$ cat src/rtl/mem_access_stage.sv
// MEM pipeline stage: data-memory req/ack access, MEM/WB registers, branch resolution.
// Optional feature macro MEM_MISALIGN_CHECK_EN: reject misaligned accesses and set sticky misalign.
module mem_access_stage #(
  parameter int ADDR_W = 10
) (
  input  logic              clk,
  input  logic              rst,
  input  logic [31:0]       ALUout,
  input  logic [4:0]        XM_RD,
  input  logic              XM_MemToReg,
  input  logic              XM_MemWrite,
  input  logic [31:0]       XM_RT,
  input  logic [31:0]       DX_PC,
  input  logic [31:0]       DX_offset,
  input  logic              zero,
  input  logic              sign,
  input  logic              DX_beq,
  input  logic              DX_bne,
  input  logic              DX_bgt,
  output logic              stall,
  output logic              dmem_req,
  output logic              dmem_we,
  output logic [ADDR_W-1:0] dmem_addr,
  output logic [31:0]       dmem_wdata,
  input  logic [31:0]       dmem_rdata,
  input  logic              dmem_ack,
  output logic [31:0]       MW_data,
  output logic [4:0]        MW_RD,
  output logic              MW_MemToReg,
  output logic              branch_taken,
  output logic [31:0]       branch_target,
  output logic              misalign
);

  typedef enum logic {IDLE, BUSY} state_t;

  state_t      r_state;
  logic        w_access;
  logic        w_misaligned;
  logic        w_taken;
  logic [31:0] w_target;

  assign w_access = XM_MemToReg | XM_MemWrite;

`ifdef MEM_MISALIGN_CHECK_EN
  assign w_misaligned = (ALUout[1:0] != 2'b00);
`else
  assign w_misaligned = 1'b0;
`endif

  // A misaligned access is dropped in IDLE, so it never holds the pipeline.
  assign stall = ((r_state == IDLE) & w_access & ~w_misaligned) |
                 ((r_state == BUSY) & ~dmem_ack);

  assign w_taken  = (DX_beq & zero) | (DX_bne & ~zero) | (DX_bgt & sign);
  assign w_target = DX_PC + {DX_offset[29:0], 2'b00};

  always_ff @(posedge clk or posedge rst) begin
    if (rst) begin
      r_state       <= IDLE;
      dmem_req      <= 1'b0;
      dmem_we       <= 1'b0;
      dmem_addr     <= '0;
      dmem_wdata    <= '0;
      MW_data       <= '0;
      MW_RD         <= '0;
      MW_MemToReg   <= 1'b0;
      branch_taken  <= 1'b0;
      branch_target <= '0;
      misalign      <= 1'b0;
    end else begin
      case (r_state)
        IDLE: begin
          if (!w_access) begin
            MW_data     <= ALUout;
            MW_RD       <= XM_RD;
            MW_MemToReg <= 1'b0;
          end else if (w_misaligned) begin
            MW_RD    <= '0;
            misalign <= 1'b1;
          end else begin
            r_state    <= BUSY;
            dmem_req   <= 1'b1;
            dmem_we    <= XM_MemWrite & ~XM_MemToReg;
            dmem_addr  <= ALUout[ADDR_W+1:2];
            dmem_wdata <= XM_RT;
            MW_RD      <= '0;
          end
        end
        BUSY: begin
          if (!dmem_ack) begin
            MW_RD <= '0;
          end else begin
            r_state  <= IDLE;
            dmem_req <= 1'b0;
            dmem_we  <= 1'b0;
            if (XM_MemToReg) begin
              MW_data     <= dmem_rdata;
              MW_RD       <= XM_RD;
              MW_MemToReg <= 1'b1;
            end else begin
              MW_RD <= '0;
            end
          end
        end
        default: r_state <= IDLE;
      endcase

      // Branch decision is squashed while the stage is stalled; target holds.
      if (!stall) begin
        branch_taken  <= w_taken;
        branch_target <= w_target;
      end else begin
        branch_taken  <= 1'b0;
      end
    end
  end

endmodule
$ cat config.mk
export PLATFORM = sky130hd
export DESIGN_NAME = mem_access_stage
export DESIGN_NICKNAME = d
export VERILOG_FILES = /design/src/rtl/mem_access_stage.sv
export SDC_FILE = /design/constraint.sdc
export NUM_CORES = 1
export LEC_CHECK = 0
export CAP_MARGIN = 40
export CORE_ASPECT_RATIO = 0.9
export CORE_MARGIN = 4
export CORE_UTILIZATION = 45
export DETAILED_ROUTE_END_ITERATION = 8
export MAX_ROUTING_LAYER = met4
export PLACE_DENSITY_LB_ADDON = 0.05
export SYNTH_ARGS = -nofsm -noshare
export SYNTH_HDL_FRONTEND = slang
export SYNTH_SLANG_ARGS = --single-unit
$ cat constraint.sdc
create_clock -name clk -period 7.18 [get_ports clk]
set_input_delay 0.718 -clock clk [delete_from_list [all_inputs] [get_ports clk]]
set_output_delay 0.718 -clock clk [all_outputs]
set_load 0.01 [all_outputs]
* Word level (Yosys, flattened, before mapping)
Cells that the tools add are included.
Widths: inputs -> output; s select.
** Cells by class
- Muxes and demuxes :: 21
- Add/sub/neg operators :: 1
- Equality and inequality tests :: 4
- Bitwise operators :: 14
- Reductions and logical operators :: 3
** Operator list (count)
- $mux 32 :: 3
- $pmux 32 s2 :: 1
- $add 32x32->32 :: 1
- $mux 5 :: 3
- $pmux 5 s2 :: 1
- $mux 1 :: 9
- $ne 2x2->1 const B :: 4
- $pmux 1 s2 :: 4
- $and 1x1->1 :: 6
- $not 1->1 :: 4
- $or 1x1->1 :: 4
- $reduce_and 2->1 :: 2
- $reduce_and 3->1 :: 1
** Storage, ports and cells
- Flip-flop bits (word level) :: 116
- Logic and storage cells :: 53
- Output and inout port bits :: 117
- Bits of input ports :: 175

* Depth between registers and ports, before layout
Gate-level depths: netlist (run 1).
- Depth in word-level cells :: 5
- Depth in mapped cells :: 10
- Depth with buffers taken out :: 10

* Least setup slack after synthesis (run 1)
OpenSTA, ideal clock, no wires.
- Path kind :: input-to-reg
- Start point :: input DX_PC[12]
- End point :: register branch_target[31]
- Arrival :: 2535 ps
- Required time :: 7048 ps
- Library setup time :: 132 ps
- Path slack :: 4514 ps
- Buffers on the path :: 0
- Stages on the path :: 8
- Cell sequence :: ha_1 > a21o_1 > a21o_1 > a211oi_2 > a32oi_2 > a211oi_4 > nor3_1 > or3b_1
** On the way
- Word-level cells in the longest chain between the ends :: 1
** RTL lines
- start: declaration :: line 13 : input logic [31:0] DX_PC,
- $add 32x32->32 :: line 56 : assign w_target = DX_PC + {DX_offset[29:0], 2'b00};
- end signal: assignment :: line 112 : branch_target <= w_target;
- end: declaration :: line 31 : output logic [31:0] branch_target,
Every way passes these cells.
A chain may end at the register's enable or synchronous reset.

* Final worst setup path (run 1)
- Start point :: input XM_MemToReg
- End point :: output stall
** On the way
- Word-level cells in the longest chain between the ends :: 3
** RTL lines
- start: declaration :: line 10 : input logic XM_MemToReg,
- $or 1x1->1 :: line 43 : assign w_access = XM_MemToReg | XM_MemWrite;
- $and 1x1->1 :: line 52 : assign stall = ((r_state == IDLE) & w_access & ~w_misaligned) |
- $or 1x1->1 :: line 52
- end: declaration :: line 20 : output logic stall,
Every way passes these cells.

==> metrics.cfg, run 1 <==
[clock_tree]
cts_resized = 0
htreeDepth = 4
postCtsSetupRepairBufs = 0
cts.sinks = 116
hold_buffers = 0
insertion_delay_ns = 0.40
cts_buffer_depth = 2
cts_buffers = 17
cts_root_buffer = clkbuf_16
clk_pin_slew_ns = 0.05
cts_tree = done

[run]
max_cap_violations = 0

[yosys]
synth_area_mm2 = 0.00613
synthesis.nets = 812
syn_area_per_cell_um2 = 10.1
synth_async_sr_flop_share = 1.00
synth_seq_cells = 116
ys.flop_type = dfrtp_1
yosysWarningCount = 0
ys_types = 54
synthesis.instances = 607
synth-seq-area-share = 0.473
synth_edf_count = 0

[routing]
ant_nets = 0
wl_mm = 18.8
drt_pass1_iterations = 4
routedWlPerCell_um = 17.5
num_vias = 5555
via_per_inst = 5.18
drc = 0
first_iter_violations = 199

[grt]
grt_pass1_wl_mm = 28.7
grtUsageTotal = 0.245
grt_overflow_total = 0
grt_pass1_vias = 5469
antenna_found_initial = 0
grt_max_degree = 56

[cells_and_area]
area_delta_synth_final_pct = 60.0
n_fill_cell = 944
final_cell_mix = clkdlybuf4s50_1 (288), dfrtp_1 (115), a21oi_1 (83), nor2_1 (75), nand2_1 (47)
layout_commonest_cell = clkdlybuf4s50_1
diodes = 0
drive_above_1_share = 0.0973
final_nets = 1096

[floorplan]
dieArea_mm2 = 0.0156
start_util = 0.459
die_w_um = 131
die_y_um = 119
io_pins = 292
core_mm2 = 0.0134
row_count = 40

[sta]
maxSlewViolCount = 0
final-setup-viol-count = 0
fin_worst_skew_ns = 0.00795
rsz0062_at_grt = no
finalSetupTns_ns = 0
finalHoldViolCount = 0
fmax_mhz = 249
slew_headroom = 0.452
finalCritPeriodShare = 0.560
worst_slew_pin_slew_ns = 0.820
fin_crit_ns = 4.02

[worst_setup_path]
crit_type = in2out
ff2ff_setup_slack_ns = 4.39
r2r_cells = 7
r2r_start = r_state
rr_endpoint = branch_target[25]
cp_max_fo = 53
crit_required_ns = 6.46
worstSetupEndpointType = output port
arrival_ns = 3.30
cp-start-kind = primary input

[place]
hpwl_mm = 14.7
place_congestion = 0.857
port_buffers = 288

[power]
irDropWorstVdd_uv = 182
power.density_mw_per_mm2 = 270
p_total_mw = 2.64
leakagePower_nw = 4.26

[hold_path]
worstHoldPathCells = 2
worstHoldEndpoint = branch_target[2]
min-delay-start = branch_target[2]
hold_path_class = reg2reg

[run_status]
status = complete, no violations

==> kinds of logic after synthesis <==
group	count (synthesis)	share of synthesized area
muxes	76	0.133
AOI/OAI and AO/OA	158	0.161
and+or+nand+nor	160	0.112
DFF	116	0.473
xor gates and xnor gates	21	0.0300
buffers and inverters	45	0.0286
other	1	0.000611
adders and majority gates	30	0.0624
==> worst max-delay path: stages <==
cell             delay [ns]
clkdlybuf4s50_1        0.62
nor3_1                 0.10
a21o_1                 0.19
buf_4                  0.29
inv_1                  0.67
clkdlybuf4s50_1        0.69
==> registers in the layout (all words and copies together) (netlist names) <==
name / count
dmem_wdata: 32
dmem_we: 1
MW_MemToReg: 1
branch_taken: 1
MW_data: 32
MW_RD: 5
branch_target: 32
dmem_addr: 10
r_state: 1
dmem_req: 1
==> power breakdown <==
group	leakage, nW	total (mW)	switching [mW]	internal, mW
logic	2.63	0.883	0.384	0.499
clock network	0.298	0.874	0.291	0.584
registers	1.33	0.887	0.0829	0.804
total	4.26	2.64	0.758	1.89
==> through the flow <==
step                 util  hold slack [ns]  instances  cell area [um^2]  setup WS (ns)
floorplan               -            0.507        607              6130           3.39
global placement    0.685            0.453       1038              9160           3.19
detailed placement  0.688            0.455       1040              9200           3.17
CTS                 0.734            0.467       1072              9810           3.16
global route        0.734            0.480       1072              9810           3.02
finish              0.734            0.465       1072              9810           3.16
==> area by class of cell <==
| type | instances | area [um^2] | share of cell area |
|---|---|---|---|
| multi-input combinational | 446 | 3070 | 0.313 |
| timing repair buffer | 294 | 2950 | 0.301 |
| sequential | 116 | 2900 | 0.296 |
| clock buffer | 25 | 495 | 0.0505 |
| tap | 168 | 210 | 0.0214 |
| clock inverter | 7 | 120 | 0.0122 |
| inverter | 16 | 62.6 | 0.00638 |
==> Yosys cell counts (4+ instances only) <==
library cell	instances	share of area
a211oi_1	4	0.0049
a21o_1	14	0.017
a21oi_1	83	0.068
and2_1	7	0.0071
and3_1	6	0.0061
clkbuf_1	23	0.014
dfrtp_1	116	0.47
ha_1	29	0.059
inv_1	16	0.0098
mux2_2	42	0.077
mux2i_1	34	0.055
nand2_1	47	0.029
nand3_1	5	0.0041
nor2_1	75	0.046
nor3_1	10	0.0082
o211ai_1	4	0.0049
o21ai_0	15	0.012
o21ai_1	6	0.0049
o31ai_1	4	0.0049
xnor2_1	8	0.011
xor2_1	13	0.019
==> worst max-delay path by stage <==
stage,depth (start not counted),slack [ns],start,to
2_1_floorplan,1,3.39,rst,MW_MemToReg
3_3_place_gp,6,3.19,XM_MemToReg,stall
3_5_place_dp,6,3.17,XM_MemToReg,stall
4_1_cts,6,3.16,XM_MemToReg,stall
5_1_grt,6,3.02,XM_MemToReg,stall
6_report,6,3.16,XM_MemToReg,stall
==> metal layers <==
metal / global-route usage / up-vias / share of wire
met5: - / - / 0
met4: 0.114 / 0 / 0.034
met3: 0.0574 / 38 / 0.074
met2: 0.406 / 219 / 0.50
met1: 0.278 / 2578 / 0.39
li1: - / 2720 / -
No activity file was read; power rests on OpenSTA's default activity.
==> run 2, diff against run 1 <==
Settings changed: CORE_UTILIZATION 45 to 38.
Clock period 7.18 ns to 3.25 ns, I/O delays scaled along.
==> metrics.cfg, run 2 (same netlist as run 1, synthesis figures left out) <==
[clock_tree]
cts_buffer_depth = 2
cts.sinks = 116
cts_buffers = 17
postCtsSetupRepairBufs = 0
cts_root_buffer = clkbuf_16
cts_resized = 0
cts_tree = done
clk_pin_slew_ns = 0.06
htreeDepth = 4
hold_buffers = 0
insertion_delay_ns = 0.41

[hold_path]
hold_path_class = in2async

[grt]
grt_pass1_wl_mm = 29.6
grtUsageTotal = 0.212
grt_max_degree = 65
grt_pass1_vias = 5597
antenna_found_initial = 0
grt_overflow_total = 0

[worst_setup_path]
r2r_cells = 5
crit_type = in2reg
crit_required_ns = 3.54
cp_max_fo = 3
worstSetupEndpointType = register
cp-start-kind = primary input
arrival_ns = 2.91
ff2ff_setup_slack_ns = 1.11
r2r_start = r_state
rr_endpoint = dmem_addr[1]

[power]
irDropWorstVdd_uv = 377
p_total_mw = 5.77
p_int_mw = 4.07
p_seq_frac = 0.339
power.density_mw_per_mm2 = 586
clkPwrFrac = 0.322
swShare = 0.295
leakagePower_nw = 4.24
netSwitchingPower_mw = 1.70
power_frac_comb = 0.340

[routing]
via_per_inst = 4.99
num_vias = 5520
drc = 0
ant_nets = 0
wl_mm = 19.0
drt_pass1_iterations = 5
routedWlPerCell_um = 17.2
first_iter_violations = 243

[sta]
worst_hold_slack_ns = 0.346
fin_crit_ns = 2.62
final-setup-viol-count = 0
fmax_mhz = 381
maxSlewViolCount = 0
worst_slew_pin_slew_ns = 0.724
rsz0062_at_grt = no
finalSetupTns_ns = 0
finalCritPeriodShare = 0.807
slew_headroom = 0.516
finalHoldViolCount = 0
fin_worst_skew_ns = 0.00916

[place]
port_buffers = 288
post-place-cells = 1075
place_congestion = 0.857
hpwl_mm = 15.0

[run_status]
status = complete, no violations

[cells_and_area]
diodes = 0
regArea_mm2 = 0.00290
drive_above_1_share = 0.102
layout_commonest_cell = clkdlybuf4s50_1
final_cell_mix = clkdlybuf4s50_1 (288), dfrtp_1 (115), a21oi_1 (83), nor2_1 (75), nand2_1 (47)
n_fill_cell = 1280
top_regs = MW_data x32, branch_target x32, dmem_wdata x32
multiInputGateArea_mm2 = 0.00307
final_cells = 1106
utilization = 0.631
final_nets = 1097
area_delta_synth_final_pct = 60.5

[floorplan]
die_w_um = 142
start_util = 0.393
dieArea_mm2 = 0.0182
row_count = 43
io_pins = 292
die_y_um = 129
core_mm2 = 0.0156

[run]
max_cap_violations = 0

run 2: how the worst max path moves through the flow:
stage | slack (ns) | endpoint | startpoint
3_3_place_gp | 0.24 | branch_target[30] | DX_PC[2]
2_1_floorplan | 0.98 | branch_target[31] | DX_PC[12]
6_report | 0.63 | branch_target[30] | DX_PC[2]
3_5_place_dp | 0.20 | branch_target[30] | DX_offset[0]
5_1_grt | 0.39 | branch_target[30] | DX_offset[0]
4_1_cts | 0.62 | branch_target[30] | DX_offset[0]
run 2: per-layer routing:
layer  GRT usage  vias up  share of wire
met4      0.0807        0          0.026
met3      0.0491       33          0.060
met5           -        -              0
met1       0.255     2561           0.42
li1            -     2721              -
met2       0.349      205           0.50
run 2: critical path, stage by stage:
cell	delay (ns)
clkdlybuf4s50_1	0.47
ha_1	0.18
inv_1	0.06
fa_1	0.39
nand2b_1	0.18
a21oi_1	0.19
o31ai_1	0.17
a211oi_2	0.38
o211ai_1	0.16
a211oi_1	0.34
a211oi_2	0.08
run 2: cell type report:
type,instances,area share
Multi-Input combinational cell,446,0.312
Inverter,16,0.00648
Tap cell,202,0.0257
Sequential cell,116,0.295
Clock buffer,20,0.0474
Clock inverter,11,0.0130
Timing Repair Buffer,295,0.301
run 2: metrics by stage:
stage	worst slack, ns	instance area, um^2
floorplan	0.977	6140
global placement	0.239	9250
detailed placement	0.202	9250
CTS	0.621	9840
global route	0.394	9840
finish	0.627	9840
run 2: power groups by stage:
stage          Combinational, mW  Sequential (mW)  Clock (mW)
2_1_floorplan              0.699             2.12           0
3_3_place_gp                1.97             1.96           0
3_5_place_dp                1.99             1.98           0
4_1_cts                     1.99             1.96        1.89
5_1_grt                     2.12             2.00        1.97
6_report                    1.96             1.95        1.86
